File: config.mk
export PLATFORM = sky130hd
export DESIGN_NAME = pll_sequencer
export DESIGN_NICKNAME = d
export VERILOG_FILES = /design/src/rtl/pll_seq_pkg.sv /design/src/rtl/sync_2ff.sv /design/src/rtl/pll_sequencer.sv
export SDC_FILE = /design/constraint.sdc
export NUM_CORES = 1
export LEC_CHECK = 0
export BUFFER_PORTS_ARGS = -buffer_cell sky130_fd_sc_hd__buf_2
export CAP_MARGIN = 20
export CORE_MARGIN = 4
export CORE_UTILIZATION = 59
export DETAILED_ROUTE_END_ITERATION = 10
export GPL_TIMING_DRIVEN = 0
export PLACE_DENSITY = 0.84
export SLEW_MARGIN = 15
export SYNTH_ARGS = -nofsm -noshare
export SYNTH_HDL_FRONTEND = slang
export SYNTH_HIERARCHICAL = 1
export SYNTH_SLANG_ARGS = --single-unit
File: constraint.sdc
create_clock -name clk -period 2.7 [get_ports clk]
set_input_delay 0.135 -clock clk [delete_from_list [all_inputs] [get_ports clk]]
set_output_delay 0.135 -clock clk [all_outputs]
set_load 0.02 [all_outputs]
File: src/rtl/pll_seq_pkg.sv
// pll_sequencer shared types: FSM states, clkout count and counter sizing.
// Optional PLL_SEQ_RETRY_EN build enables lock-timeout retries in the top.
package pll_seq_pkg;

  localparam int NUM_CLKOUT = 4;

  typedef enum logic [2:0] {
    IDLE,
    PLL_RST,
    WAIT_LOCK,
    SETTLE,
    ENABLE,
    RUN,
    FAULT
  } state_e;

  function automatic int cnt_w(int a, int b, int c, int d);
    int m;
    m = a;
    if (b > m) m = b;
    if (c > m) m = c;
    if (d > m) m = d;
    return (m < 2) ? 1 : $clog2(m);
  endfunction

  function automatic logic [NUM_CLKOUT-1:0] low_bit(
    input logic [NUM_CLKOUT-1:0] v
  );
    return v & (-v);
  endfunction

endpackage

File: src/rtl/sync_2ff.sv
// Two-flop synchronizer for a single asynchronous level.
// Resets to 0 so a stale lock is never seen after reset.
module sync_2ff (
  input  logic clk,
  input  logic rst_n,
  input  logic d,
  output logic q
);

  logic meta_q;
  logic sync_q;

  always_ff @(posedge clk or negedge rst_n) begin
    if (!rst_n) begin
      meta_q <= 1'b0;
      sync_q <= 1'b0;
    end else begin
      meta_q <= d;
      sync_q <= meta_q;
    end
  end

  assign q = sync_q;

endmodule

File: src/rtl/pll_sequencer.sv
// PLL bring-up/supervision FSM: reset pulse, lock wait, settle, staged enables.
// Define PLL_SEQ_RETRY_EN to retry lock timeouts up to MAX_RETRY times.
module pll_sequencer
  import pll_seq_pkg::*;
#(
  parameter int RST_PULSE    = 4,
  parameter int LOCK_TIMEOUT = 4096,
  parameter int SETTLE       = 256,
  parameter int EN_GAP       = 16,
  parameter int MAX_RETRY    = 3
) (
  input  logic       clk,
  input  logic       rst_n,
  input  logic       start,
  input  logic       stop,
  input  logic [3:0] out_mask,
  input  logic       lock,
  output logic       pll_en,
  output logic       pll_resetn,
  output logic [3:0] clkout_en,
  output logic       app_rst_n,
  output logic       ready,
  output logic       fault,
  output logic [3:0] retry_cnt
);

  localparam int CW = cnt_w(RST_PULSE, LOCK_TIMEOUT, SETTLE, EN_GAP);

  localparam logic [CW-1:0] ONE    = CW'(1);
  localparam logic [CW-1:0] RST_LD = CW'(RST_PULSE - 1);
  localparam logic [CW-1:0] TO_LD  = CW'(LOCK_TIMEOUT - 1);
  localparam logic [CW-1:0] SET_LD = CW'(SETTLE - 1);
  localparam logic [CW-1:0] GAP_LD = CW'(EN_GAP - 1);

`ifdef PLL_SEQ_RETRY_EN
  localparam bit RETRY_ON = 1'b1;
`else
  localparam bit RETRY_ON = 1'b0;
`endif

  // A zero limit makes the first timeout fatal.
  localparam logic [3:0] RETRY_LIM = RETRY_ON ? 4'(MAX_RETRY) : 4'd0;

  typedef logic [NUM_CLKOUT-1:0] oen_t;

  logic     lock_s;
  state_e   state_q, state_d;
  logic [CW-1:0] cnt_q, cnt_d;
  oen_t     mask_q, mask_d;
  oen_t     en_q, en_d;
  oen_t     pend;
  logic [3:0] retry_q, retry_d;
  logic     pll_en_q, pll_en_d;
  logic     pll_resetn_q, pll_resetn_d;
  logic     app_rst_n_q, app_rst_n_d;
  logic     ready_q, ready_d;
  logic     fault_q, fault_d;

  sync_2ff u_lock_sync (
    .clk   (clk),
    .rst_n (rst_n),
    .d     (lock),
    .q     (lock_s)
  );

  always_comb begin
    state_d = state_q;
    cnt_d   = cnt_q;
    mask_d  = mask_q;
    en_d    = en_q;
    retry_d = retry_q;
    pend    = mask_q & ~en_q;
    unique case (state_q)
      IDLE: begin
        if (start) begin
          state_d = PLL_RST;
          cnt_d   = RST_LD;
          mask_d  = out_mask;
          retry_d = '0;
        end
      end
      PLL_RST: begin
        if (cnt_q == '0) begin
          state_d = WAIT_LOCK;
          cnt_d   = TO_LD;
        end else begin
          cnt_d = cnt_q - ONE;
        end
      end
      WAIT_LOCK: begin
        if (lock_s) begin
          state_d = pll_seq_pkg::SETTLE;
          cnt_d   = SET_LD;
        end else if (cnt_q != '0) begin
          cnt_d = cnt_q - ONE;
        end else if (retry_q < RETRY_LIM) begin
          state_d = PLL_RST;
          cnt_d   = RST_LD;
          retry_d = retry_q + 4'd1;
        end else begin
          state_d = FAULT;
          cnt_d   = '0;
        end
      end
      pll_seq_pkg::SETTLE: begin
        if (!lock_s) begin
          state_d = WAIT_LOCK;
          cnt_d   = TO_LD;
        end else if (cnt_q != '0) begin
          cnt_d = cnt_q - ONE;
        end else if (mask_q == '0) begin
          state_d = RUN;
          cnt_d   = '0;
          retry_d = '0;
        end else begin
          state_d = ENABLE;
          cnt_d   = GAP_LD;
          en_d    = low_bit(mask_q);
        end
      end
      ENABLE: begin
        if (!lock_s) begin
          state_d = PLL_RST;
          cnt_d   = RST_LD;
          en_d    = '0;
        end else if (cnt_q != '0) begin
          cnt_d = cnt_q - ONE;
        end else if (pend != '0) begin
          cnt_d = GAP_LD;
          en_d  = en_q | low_bit(pend);
        end else begin
          state_d = RUN;
          cnt_d   = '0;
          retry_d = '0;
        end
      end
      RUN: begin
        retry_d = '0;
        if (!lock_s) begin
          state_d = PLL_RST;
          cnt_d   = RST_LD;
          en_d    = '0;
        end
      end
      FAULT: begin
        state_d = FAULT;
      end
      default: begin
        state_d = IDLE;
      end
    endcase
    if (stop) begin
      state_d = IDLE;
      cnt_d   = '0;
      en_d    = '0;
      retry_d = '0;
    end
  end

  // Outputs follow the next state so they change on the same edge.
  always_comb begin
    pll_en_d = state_d inside {PLL_RST, WAIT_LOCK,
                               pll_seq_pkg::SETTLE, ENABLE, RUN};
    pll_resetn_d = state_d inside {WAIT_LOCK,
                                   pll_seq_pkg::SETTLE, ENABLE, RUN};
    app_rst_n_d = (state_d == RUN);
    ready_d     = (state_d == RUN);
    fault_d     = (state_d == FAULT);
  end

  always_ff @(posedge clk or negedge rst_n) begin
    if (!rst_n) begin
      state_q      <= IDLE;
      cnt_q        <= '0;
      mask_q       <= '0;
      en_q         <= '0;
      retry_q      <= '0;
      pll_en_q     <= 1'b0;
      pll_resetn_q <= 1'b0;
      app_rst_n_q  <= 1'b0;
      ready_q      <= 1'b0;
      fault_q      <= 1'b0;
    end else begin
      state_q      <= state_d;
      cnt_q        <= cnt_d;
      mask_q       <= mask_d;
      en_q         <= en_d;
      retry_q      <= retry_d;
      pll_en_q     <= pll_en_d;
      pll_resetn_q <= pll_resetn_d;
      app_rst_n_q  <= app_rst_n_d;
      ready_q      <= ready_d;
      fault_q      <= fault_d;
    end
  end

  assign pll_en     = pll_en_q;
  assign pll_resetn = pll_resetn_q;
  assign clkout_en  = en_q;
  assign app_rst_n  = app_rst_n_q;
  assign ready      = ready_q;
  assign fault      = fault_q;
  assign retry_cnt  = retry_q;

endmodule
==> flow_summary.toml <==
[drt]
routed-via-count = 2004
totalWireLength_um = 5100
wire_per_inst_um = 16.0
vias_per_cell = 6.28
drt_iter0_markers = 213
drt-pass1-iter-count = 4
remaining_drc_errors = 0
drtAntennaViolNets = 0

[yosys]
synth_top_cell_area_share_pct = 34.2
seq_area_frac_synth_pct = 34.2
ys_ff_latch = 29
async_flop_share_pct = 100
ys_warn_count = 6
synth_common_cells = "sky130_fd_sc_hd__dfrtp_1 (29), sky130_fd_sc_hd__nand2_1 (21), sky130_fd_sc_hd__o21ai_0 (17)"
synth.area.top_cells = "sky130_fd_sc_hd__dfrtp_1 (34%), sky130_fd_sc_hd__o21ai_0 (4.0%), sky130_fd_sc_hd__nand2_1 (3.7%)"
avgSynthCellArea_um2 = 8.69
synthDistinctLibCells = 62
synth_top_flop_cell = "sky130_fd_sc_hd__dfrtp_1"
yosysMostFrequentCell = "sky130_fd_sc_hd__dfrtp_1"
post_synthesis_instance_area_mm2 = 0.00212
number_of_enable_type_register_cells_in_the_synthesized_netlist = 0
synth_cells = 244
synthDominantAreaCellType = "sky130_fd_sc_hd__dfrtp_1"

[critical_path]
cp_cell_sequence = "inv_1, ha_1, nor3b_1, nand3_1, clkbuf_1, a2111oi_0, a211o_2"
critical_r2r_capture = "cnt_q[2]$_DFFE_PN0P_"
crit_path_end_kind = "register"
critical_path_peak_fanout = 10
timing.setup.critical_path_class = "reg2reg"
cp_data_required_time_ns = 2.98
worstSetupEndpoint = "cnt_q[2]$_DFFE_PN0P_"
r2r_start = "cnt_q[0]$_DFFE_PN0P_"
reg2reg_slack_ns = 0.34
timing.critical_path.slowest_stage_cell = "sky130_fd_sc_hd__a2111oi_0"
r2r.worst_path.cells = 7
cp-startpoint = "cnt_q[0]$_DFFE_PN0P_"
setup.worst_path.start_class = "register"
crit_arrival_ns = 2.64
crit_path_max_incr_delay_ns = 0.58

[clock_tree]
numCtsBuffers = 5
holdBufCountCts = 3
cts.sinks = 29
tritoncts = "yes"
clock_insertion_delay_worst_skew_ns = 0.34
cts_clk_pin_slew_worst_paths_ns = 0.09
post-cts-setup-buffers = 0
ctsResizeCount = 0
clock_tree.htree_level_count = 2
ctsLongestPathBuffers = 2
cts_root_buf = "sky130_fd_sc_hd__clkbuf_4"

[placed_design]
gpl.final_weighted_congestion = 0.917
dpl_worst_slack_ns = 0.434
detailedPlacementHpwl_um = 3700
placement.io_buffers = 16

[sta]
fin_tns_setup_ns = 0
min_period_over_period_pct = 87.5
fin_ws_ns = 0.338
worst_pin_slew_ns = 0.931
grt_setup_unrepaired = "no"
finalSetupViolations = 0
finalHoldWorstSlack_ns = 0.0251
hold_viol_final = 0
fmax_mhz = 423
timing_max_transition_violations_final = 0
worst_clock_skew_ns = 0.0147
period_needed_ns = 2.36
slew-limit-headroom_pct = 37.1

[cells_and_area]
fill_cells = 278
final-seq-area_um2 = 726
layout-area-overhead-vs-synth_pct = 11.0
post_route_cells_drive_above_1_share_pct = 16.8
multi_input_area_mm2 = 0.00124
post-route-util_pct = 69.4
design.final.nets = 284
antenna_cells_inserted = 0

[grt]
grt_pass1_wl_um = 8410
overflow = 0
first_global_vias = 1763
antenna_violations_before_repair = 0
grt_start_max_net_pins = 30
groute.usage.overall_pct = 25.0

[power_and_ir_drop]
power.ir.vdd_worst_uv = 595
power.leakage_uw = 0.00105
pwr_density_cell_mw_per_mm2 = 969
total_design_power_uw = 2280

[min_path]
holdCritPathClass = "in2reg"

[floorplanning]
coreArea_mm2 = 0.00339
dieArea_mm2 = 0.00462
initial_standard_cell_utilization_of_the_core_pct = 62.5
dieHeight_um = 67.9
std_cell_rows = 21
boundaryPins = 22
die_width_um = 67.9

[flow_run]
number_of_violations_of_the_max_capacitance_limit = 0

[run_status]
outcome = "finished, final reports clean"
==> flip-flops by register name, indices dropped and copies added, names as in the netlist <==
| name | count |
|---|---|
| clkout_en | 4 |
| state_q | 3 |
| cnt_q | 12 |
| pll_resetn | 1 |
| u_lock_sync/meta_q | 1 |
| ready | 1 |
| u_lock_sync/q | 1 |
| mask_q | 4 |
| fault | 1 |
| pll_en | 1 |
==> stage by stage <==
stage	instance area [um2]	cells
2_1_floorplan	2130	247
3_3_place_gp	2270	309
3_5_place_dp	2270	309
4_1_cts	2350	319
5_1_grt	2350	319
6_report	2350	319
==> report_power, final <==
part | switching, uW | internal [uW] | total [uW]
Combinational | 744 | 529 | 1270
Sequential | 178 | 558 | 736
Clock | 148 | 123 | 271
Total | 1070 | 1210 | 2280
==> critical path: cells and delay by family, from the launching register on <==
family | cells | cell delay, ns
AO/OA/AOI/OAI | 2 | 0.76
buffers and inverters | 2 | 0.37
flip-flops | 1 | 0.40
AND/OR/NAND/NOR | 2 | 0.63
adder cells (fa/ha/maj) | 1 | 0.15
==> worst min-delay path by stage <==
stage | startpoint | endpoint | cells after the start
after floorplan | rst_n | clkout_en[0]$_DFFE_PN0P_ | 0
after global placement | rst_n | cnt_q[7]$_DFFE_PN0P_ | 1
after detailed placement | rst_n | cnt_q[6]$_DFFE_PN0P_ | 1
after CTS | out_mask[1] | mask_q[1]$_DFFE_PN0P_ | 2
after global routing | out_mask[1] | mask_q[1]$_DFFE_PN0P_ | 2
final | out_mask[1] | mask_q[1]$_DFFE_PN0P_ | 2
==> layout by cell type, fill, tap and decap left out, drive strengths merged, types with 3 or more instances in the layout <==
cell type and n:
dfrtp 29, buf 25, nand2 21, clkbuf 19, o21ai 17, nor2 16, nand3 13, a21oi 12
nand2b 8, nor3 7, inv 6, nor4 6, and3 5, a211oi 5, o22ai 5, or4 4
nor2b 4, mux2 4, or3 4, o211ai 4, conb 4, nor3b 3, o21bai 3, nand4 3
a22o 3, xnor2 3, dlygate4sd3 3
==> kinds of logic (layout without fill, tap and decap cells) <==
group	after synthesis	after routing	synth area share, %
simple gates	104	104	28.7
xor+xnor	4	4	1.65
fa+ha+maj	2	2	1.18
compound gates	72	72	23.8
flops	29	29	34.2
mux	5	5	2.60
buf+inv	27	53	7.67
other cells	1	4	0.177
==> layer usage <==
layer	vias up	routed length, um	track usage, %
met1	940	2270	34.3
met5	-	0	0
met3	10	398	6.40
met4	0	112	10.9
met2	81	2320	36.8
li1	973	-	-
==> cell type report <==
cell class	instances	share of cell area [%]
multi-input combinational	191	52.8
sequential	29	30.8
buffer	21	5.95
timing repair buffer	19	4.68
tap	46	2.45
clock buffer	7	2.34
inverter	6	0.957
No activity file was read; power rests on OpenSTA's default activity.
